[config.mk]
export PLATFORM = sky130hd
export DESIGN_NAME = task_scheduler
export DESIGN_NICKNAME = d
export VERILOG_FILES = /design/src/rtl/task_sched_pkg.sv /design/src/rtl/task_scheduler.sv
export SDC_FILE = /design/constraint.sdc
export NUM_CORES = 1
export LEC_CHECK = 0
export ABC_CLOCK_PERIOD_IN_PS = 6110
export BUFFER_PORTS_ARGS = -buffer_cell sky130_fd_sc_hd__buf_2
export CORE_ASPECT_RATIO = 1.4
export CORE_MARGIN = 3
export CORE_UTILIZATION = 30
export DETAILED_ROUTE_END_ITERATION = 6
export MAX_ROUTING_LAYER = met4
export PLACE_DENSITY_LB_ADDON = 0.15
export SLEW_MARGIN = 0
export SYNTH_ARGS = -nofsm -noshare
export SYNTH_HDL_FRONTEND = slang
export SYNTH_SLANG_ARGS = --single-unit
export TNS_END_PERCENT = 30
[constraint.sdc]
create_clock -name aclk -period 6.11 [get_ports aclk]
set_clock_uncertainty 0.05 [all_clocks]
set_input_delay 1.222 -clock aclk [delete_from_list [all_inputs] [get_ports aclk]]
set_output_delay 1.222 -clock aclk [all_outputs]
set_load 0.02 [all_outputs]
[src/rtl/task_sched_pkg.sv]
// Shared definitions for the PL-side task scheduler.
// Holds the mailbox word addresses, the scheduler state encoding and the
// task-validation helper used when CURRENT_TASK is checked.
package task_sched_pkg;

    // Width of the task number handed to the engine
    localparam int TASK_ID_W = 4;

    // Mailbox word addresses (byte address >> 2)
    localparam int unsigned MBOX_PL_READY      = 32'h0000_4000;
    localparam int unsigned MBOX_ENABLED_TASKS = 32'h0000_4001;
    localparam int unsigned MBOX_CURRENT_TASK  = 32'h0000_4002;
    localparam int unsigned MBOX_TV_IN_READY   = 32'h0000_4003;
    localparam int unsigned MBOX_TV_OUT_READY  = 32'h0000_4004;

    // Any word address with a bit set at or above this position is mailbox space
    localparam int MBOX_REGION_LSB = 14;

    // Scheduler states, in the order they are normally visited
    typedef enum logic [3:0] {
        ST_INIT_RDY  = 4'd0,
        ST_INIT_EN   = 4'd1,
        ST_IDLE      = 4'd2,
        ST_RD_IN     = 4'd3,
        ST_WT_IN     = 4'd4,
        ST_CHK_IN    = 4'd5,
        ST_RD_TASK   = 4'd6,
        ST_WT_TASK   = 4'd7,
        ST_CHK_TASK  = 4'd8,
        ST_REJ_IN    = 4'd9,
        ST_CLR_IN    = 4'd10,
        ST_CLR_OUT   = 4'd11,
        ST_DISPATCH  = 4'd12,
        ST_RUN       = 4'd13,
        ST_DONE_WR   = 4'd14
    } sched_state_e;

    // A CURRENT_TASK word is runnable only if it is a plain nonzero task
    // number (no stray upper bits) whose bit is set in the enabled mask.
    function automatic logic task_is_runnable(input logic [31:0] word,
                                              input logic [15:0] mask);
        logic [TASK_ID_W-1:0] id;
        id = word[TASK_ID_W-1:0];
        return (word[31:TASK_ID_W] == '0) && (id != '0) && mask[id];
    endfunction

endpackage

[src/rtl/task_scheduler.sv]
// Mailbox controller and BRAM port-B arbiter for the task shared memory.
// The FSM announces PL readiness, polls TV_IN_READY, validates CURRENT_TASK,
// launches the task engine and reports completion through TV_OUT_READY.
// Port outputs owned by the FSM are registered one cycle ahead, so the
// access listed for a state is the one on the bus while in that state.
module task_scheduler
    import task_sched_pkg::*;
#(
    parameter int unsigned ADDR_W       = 15,
    parameter logic [15:0] ENABLED_MASK = 16'h042E,
    parameter int unsigned POLL_DIV     = 16,
    parameter int unsigned TIMEOUT      = 1_000_000
) (
    input  logic                 aclk,
    input  logic                 aresetn,
    output logic                 mem_en_o,
    output logic [3:0]           mem_we_o,
    output logic [ADDR_W-1:0]    mem_addr_o,
    output logic [31:0]          mem_wdata_o,
    input  logic [31:0]          mem_rdata_i,
    input  logic                 eng_mem_en_i,
    input  logic [3:0]           eng_mem_we_i,
    input  logic [ADDR_W-1:0]    eng_mem_addr_i,
    input  logic [31:0]          eng_mem_wdata_i,
    output logic [31:0]          eng_mem_rdata_o,
    output logic                 task_start_o,
    output logic [TASK_ID_W-1:0] task_id_o,
    input  logic                 task_done_i,
    output logic                 busy_o,
    output logic                 err_unsupported_o,
    output logic                 err_timeout_o,
    output logic                 err_prot_o
);

    localparam logic [ADDR_W-1:0] A_PL_READY   = ADDR_W'(MBOX_PL_READY);
    localparam logic [ADDR_W-1:0] A_ENABLED    = ADDR_W'(MBOX_ENABLED_TASKS);
    localparam logic [ADDR_W-1:0] A_CUR_TASK   = ADDR_W'(MBOX_CURRENT_TASK);
    localparam logic [ADDR_W-1:0] A_TV_IN_RDY  = ADDR_W'(MBOX_TV_IN_READY);
    localparam logic [ADDR_W-1:0] A_TV_OUT_RDY = ADDR_W'(MBOX_TV_OUT_READY);
    localparam logic [15:0]       POLL_LAST    = 16'(POLL_DIV - 1);
    localparam logic [31:0]       WD_LAST      = 32'(TIMEOUT - 1);

    sched_state_e         state_q;
    logic                 fsmEn_q;
    logic [3:0]           fsmWe_q;
    logic [ADDR_W-1:0]    fsmAddr_q;
    logic [31:0]          fsmWdata_q;
    logic                 taskStart_q;
    logic [TASK_ID_W-1:0] taskId_q;
    logic [TASK_ID_W-1:0] pendId_q;
    logic                 busy_q;
    logic                 errUnsup_q;
    logic                 errTimeout_q;
    logic                 errProt_q;
    logic [15:0]          pollCnt_q;
    logic [31:0]          watchdog_q;

    logic                 engInMbox;
    logic                 engBlocked;

    // The engine may never touch the mailbox region; such accesses are squashed
    assign engInMbox  = (eng_mem_addr_i[ADDR_W-1:MBOX_REGION_LSB] != '0);
    assign engBlocked = eng_mem_en_i && engInMbox;

    // Scheduler FSM: sequences mailbox accesses and owns all registered outputs
    always_ff @(posedge aclk or negedge aresetn) begin
        if (!aresetn) begin
            state_q      <= ST_INIT_RDY;
            fsmEn_q      <= 1'b0;
            fsmWe_q      <= 4'h0;
            fsmAddr_q    <= '0;
            fsmWdata_q   <= '0;
            taskStart_q  <= 1'b0;
            taskId_q     <= '0;
            pendId_q     <= '0;
            busy_q       <= 1'b0;
            errUnsup_q   <= 1'b0;
            errTimeout_q <= 1'b0;
            errProt_q    <= 1'b0;
            pollCnt_q    <= '0;
            watchdog_q   <= '0;
        end else begin
            fsmEn_q     <= 1'b0;
            fsmWe_q     <= 4'h0;
            taskStart_q <= 1'b0;
            unique case (state_q)
                ST_INIT_RDY: begin
                    // First cycle out of reset issues the PL_READY write; the
                    // following cycle (write now on the bus) moves on.
                    fsmEn_q <= 1'b1;
                    fsmWe_q <= 4'hF;
                    if (!fsmEn_q) begin
                        fsmAddr_q  <= A_PL_READY;
                        fsmWdata_q <= 32'd1;
                    end else begin
                        fsmAddr_q  <= A_ENABLED;
                        fsmWdata_q <= {16'h0, ENABLED_MASK};
                        state_q    <= ST_INIT_EN;
                    end
                end
                ST_INIT_EN: begin
                    pollCnt_q <= '0;
                    state_q   <= ST_IDLE;
                end
                ST_IDLE: begin
                    if (pollCnt_q == POLL_LAST) begin
                        pollCnt_q <= '0;
                        fsmEn_q   <= 1'b1;
                        fsmAddr_q <= A_TV_IN_RDY;
                        state_q   <= ST_RD_IN;
                    end else begin
                        pollCnt_q <= pollCnt_q + 16'd1;
                    end
                end
                ST_RD_IN:  state_q <= ST_WT_IN;
                ST_WT_IN:  state_q <= ST_CHK_IN;
                ST_CHK_IN: begin
                    if (mem_rdata_i == 32'd1) begin
                        fsmEn_q   <= 1'b1;
                        fsmAddr_q <= A_CUR_TASK;
                        state_q   <= ST_RD_TASK;
                    end else begin
                        pollCnt_q <= '0;
                        state_q   <= ST_IDLE;
                    end
                end
                ST_RD_TASK: state_q <= ST_WT_TASK;
                ST_WT_TASK: state_q <= ST_CHK_TASK;
                ST_CHK_TASK: begin
                    fsmEn_q    <= 1'b1;
                    fsmWe_q    <= 4'hF;
                    fsmAddr_q  <= A_TV_IN_RDY;
                    fsmWdata_q <= 32'd0;
                    pendId_q   <= mem_rdata_i[TASK_ID_W-1:0];
                    if (task_is_runnable(mem_rdata_i, ENABLED_MASK)) begin
                        state_q <= ST_CLR_IN;
                    end else begin
                        errUnsup_q <= 1'b1;
                        state_q    <= ST_REJ_IN;
                    end
                end
                ST_REJ_IN: begin
                    fsmEn_q    <= 1'b1;
                    fsmWe_q    <= 4'hF;
                    fsmAddr_q  <= A_TV_OUT_RDY;
                    fsmWdata_q <= 32'd1;
                    state_q    <= ST_DONE_WR;
                end
                ST_CLR_IN: begin
                    fsmEn_q    <= 1'b1;
                    fsmWe_q    <= 4'hF;
                    fsmAddr_q  <= A_TV_OUT_RDY;
                    fsmWdata_q <= 32'd0;
                    taskId_q   <= pendId_q;
                    state_q    <= ST_CLR_OUT;
                end
                ST_CLR_OUT: begin
                    taskStart_q <= 1'b1;
                    busy_q      <= 1'b1;
                    watchdog_q  <= '0;
                    state_q     <= ST_DISPATCH;
                end
                ST_DISPATCH: state_q <= ST_RUN;
                ST_RUN: begin
                    if (engBlocked) begin
                        errProt_q <= 1'b1;
                    end
                    // Completion beats an expiring watchdog in the same cycle
                    if (task_done_i || ((TIMEOUT != 0) && (watchdog_q == WD_LAST))) begin
                        if (!task_done_i) begin
                            errTimeout_q <= 1'b1;
                        end
                        fsmEn_q    <= 1'b1;
                        fsmWe_q    <= 4'hF;
                        fsmAddr_q  <= A_TV_OUT_RDY;
                        fsmWdata_q <= 32'd1;
                        state_q    <= ST_DONE_WR;
                    end else begin
                        watchdog_q <= watchdog_q + 32'd1;
                    end
                end
                ST_DONE_WR: begin
                    busy_q    <= 1'b0;
                    pollCnt_q <= '0;
                    state_q   <= ST_IDLE;
                end
                default: state_q <= ST_INIT_RDY;
            endcase
        end
    end

    // Port mux: the engine drives BRAM only while running, minus mailbox hits
    always_comb begin
        mem_en_o    = fsmEn_q;
        mem_we_o    = fsmWe_q;
        mem_addr_o  = fsmAddr_q;
        mem_wdata_o = fsmWdata_q;
        if (state_q == ST_RUN) begin
            mem_en_o    = eng_mem_en_i && !engBlocked;
            mem_we_o    = engBlocked ? 4'h0 : eng_mem_we_i;
            mem_addr_o  = eng_mem_addr_i;
            mem_wdata_o = eng_mem_wdata_i;
        end
    end

    assign eng_mem_rdata_o   = mem_rdata_i;
    assign task_start_o      = taskStart_q;
    assign task_id_o         = taskId_q;
    assign busy_o            = busy_q;
    assign err_unsupported_o = errUnsup_q;
    assign err_timeout_o     = errTimeout_q;
    assign err_prot_o        = errProt_q;

endmodule

==> impl_metrics.json <==
{
  "synth_nets": 634,
  "cts.sinks": 73,
  "viasPerCell": 5.074,
  "track_usage_pct": 15.81,
  "row_count": 53,
  "cts_resized": 0,
  "avgSynthCellArea_sq_um": 8.561,
  "grt_pass1_wl_mm": 21.51,
  "critical_path_arrival_ns": 2.42,
  "post_cts_buffers": 0,
  "clk_latency_ns": 0.33,
  "multi_input_area_sq_um": 2452,
  "slew_headroom_pct": 34.13,
  "p_leak_nw": 2.832,
  "ant_nets": 0,
  "cap_violations": 0,
  "min_period_ns": 3.693,
  "ys.flop_type": "dfrtp_1",
  "grt-ovfl-total": 0,
  "grt_pass1_vias": 4379,
  "power_frac_seq_pct": 36.2,
  "seq_area_sq_um": 1827,
  "netlist_instances": 545,
  "combPwrFrac_pct": 21.2,
  "power.switching_w": 0.0004322,
  "cp_cell_sequence": "nand4b_1 -> a21oi_1 -> a22o_1 -> buf_2",
  "cp.required_ns": 4.84,
  "antenna_found_initial": 1,
  "fmaxAchievable_mhz": 270.7,
  "slew_violations": 0,
  "drcViolationCount": 0,
  "synth_edf_count": 0,
  "yosys_warnings": 0,
  "cts-buffers-inserted": 9,
  "peakVddDrop_v": 0.0001224,
  "status": "completed",
  "clkTransAtPathRegs_ns": 0.06,
  "p_int_w": 0.001059,
  "cp.buffers_inverters": 1,
  "ioPinCount": 180,
  "final_cell_mix": "178 x buf_2, 73 x dfrtp_1, 71 x nand2_1",
  "final_common_cell": "buf_2",
  "die_height_um": 153.6,
  "wire_per_inst_um": 15.11,
  "first_pass_iters": 4,
  "rsz0062_at_grt": "no",
  "worstPathMaxFanout": 23,
  "ys_seq_area_share_pct": 39.15,
  "worst_slew_pin_slew_ns": 0.9869,
  "syn2layout_area_growth_pct": 25.74,
  "clockBufferDepth": 2,
  "synthArstFlopShare_pct": 100.0,
  "worstSetupEndpointType": "primary output",
  "crit_family": "flip-flops",
  "worstSetupStartpointType": "flip-flop",
  "hp-class": "reg2reg",
  "hold_viol": 0,
  "cts_root_buffer": "clkbuf_16",
  "synth_cell_types": 57,
  "fp.dieArea_sq_um": 17110,
  "gp_congestion": 0.9838,
  "layout.nets": 772,
  "syn_area_sq_um": 4666,
  "setup_viol": 0,
  "fillers": 1511,
  "slowest_delay_ns": 0.72,
  "ys_seq_elements": 73,
  "place.port_buffers": 179,
  "dp.cells": 864,
  "slowest_stage": "dfrtp_1",
  "ctsHoldBuffers": 0,
  "clkPwrFrac_pct": 42.6,
  "grt_max_degree": 74,
  "drt_iter0_drc": 165,
  "die_x_um": 111.4,
  "initial_core_util_pct": 30.86,
  "finalNonFillerCells": 881,
  "drive_above_1_share_pct": 32.85,
  "switching_share_pct": 28.98,
  "tns_ns": 0,
  "hold_slack_ns": 0.4028,
  "num_vias": 4470,
  "path_class": "reg2out",
  "core_area_sq_um": 15120,
  "final_util_pct": 38.80,
  "h-tree-depth": 3,
  "power.density_nw_per_um2": 254.2,
  "final.period_utilization_pct": 60.45,
  "p_total_w": 0.001492,
  "hpwl_mm": 10.10,
  "drt_wl_total_mm": 13.31,
  "cts_tree": "yes"
}
synth_stat cells, drive strengths merged, types with 9 or more instances:
master / count / area share (%)
buf: 38 / 5.8
inv: 14 / 1.1
nand4: 15 / 2.0
mux2: 12 / 3.1
clkbuf: 18 / 1.4
and2: 41 / 5.5
o21ai: 31 / 3.3
dfrtp: 73 / 39
o31ai: 9 / 1.4
nor3: 14 / 1.5
nand2: 71 / 5.7
nand3: 22 / 2.4
or4: 10 / 1.7
a21oi: 26 / 2.8
nor2: 33 / 2.7
xnor2: 15 / 2.8
nor4: 24 / 3.8
and3: 10 / 1.3
per-stage QoR:
stage / cell area [sq um] / worst slack, ns
finish: 5867 / 2.417
global route: 5867 / 2.089
CTS: 5864 / 2.376
detailed placement: 5500 / 2.768
global placement: 5500 / 2.847
floorplan: 4666 / 2.928
sequential cells by signal, indices dropped and copies added, names as in the netlist:
name / count
err_timeout_o: 1
pollCnt_q: 16
err_unsupported_o: 1
fsmWdata_q: 2
fsmAddr_q: 4
busy_o: 1
watchdog_q: 32
task_start_o: 1
task_id_o: 4
pendId_q: 4
err_prot_o: 1
fsmWe_q: 1
fsmEn_q: 1
state_q: 4
final cells by class:
type | instances | area share (%)
antenna | 1 | 0.04265
clock buffer | 12 | 4.543
clock inverter | 4 | 1.663
inverter | 14 | 0.8957
multi-input combinational | 402 | 41.80
sequential | 73 | 31.14
tap | 192 | 4.095
timing repair buffer | 183 | 15.82
path summary, 6_finish.rpt:
check	slack, ns	end	cells after the start	startpoint
setup reg to reg	2.96	watchdog_q[8]	7	state_q[3]
max in group asynchronous	4.42	pendId_q[3]	1	aresetn
hold reg to reg	0.40	err_timeout_o	1	err_timeout_o
min in group asynchronous	0.99	watchdog_q[24]	1	aresetn
hold / removal	0.40	err_timeout_o	1	err_timeout_o
setup / recovery	2.42	mem_we_o[2]	4	state_q[0]
cells by family after synthesis:
group                      count (synthesis)  share of synthesized area (%)
and+or+nand+nor                          271                          31.78
adders and majority gates                  3                         0.7508
xor gates and xnor gates                  16                          3.004
muxes                                     16                          3.915
AOI/OAI and AO/OA                         96                          13.01
buffers and inverters                     70                          8.393
DFF                                       73                          39.15
layer usage:
metal  wire length [um]  vias to the layer above  global-route usage (%)
met5                  0                        -                       -
met4                197                        0                   6.783
met3                729                       12                   2.402
met2               7361                      144                   29.68
met1               5025                     2113                   16.16
li1                   -                     2201                       -
power groups by stage:
stage          Sequential (W)  Clock (W)  Combinational [W]
6_report             0.000539   0.000636           0.000317
2_1_floorplan        0.000522          0           0.000233
3_5_place_dp         0.000548          0           0.000320
3_3_place_gp         0.000547          0           0.000317
5_1_grt              0.000544   0.000676           0.000352
4_1_cts              0.000539   0.000654           0.000321
(Power assumes the default switching activity.)
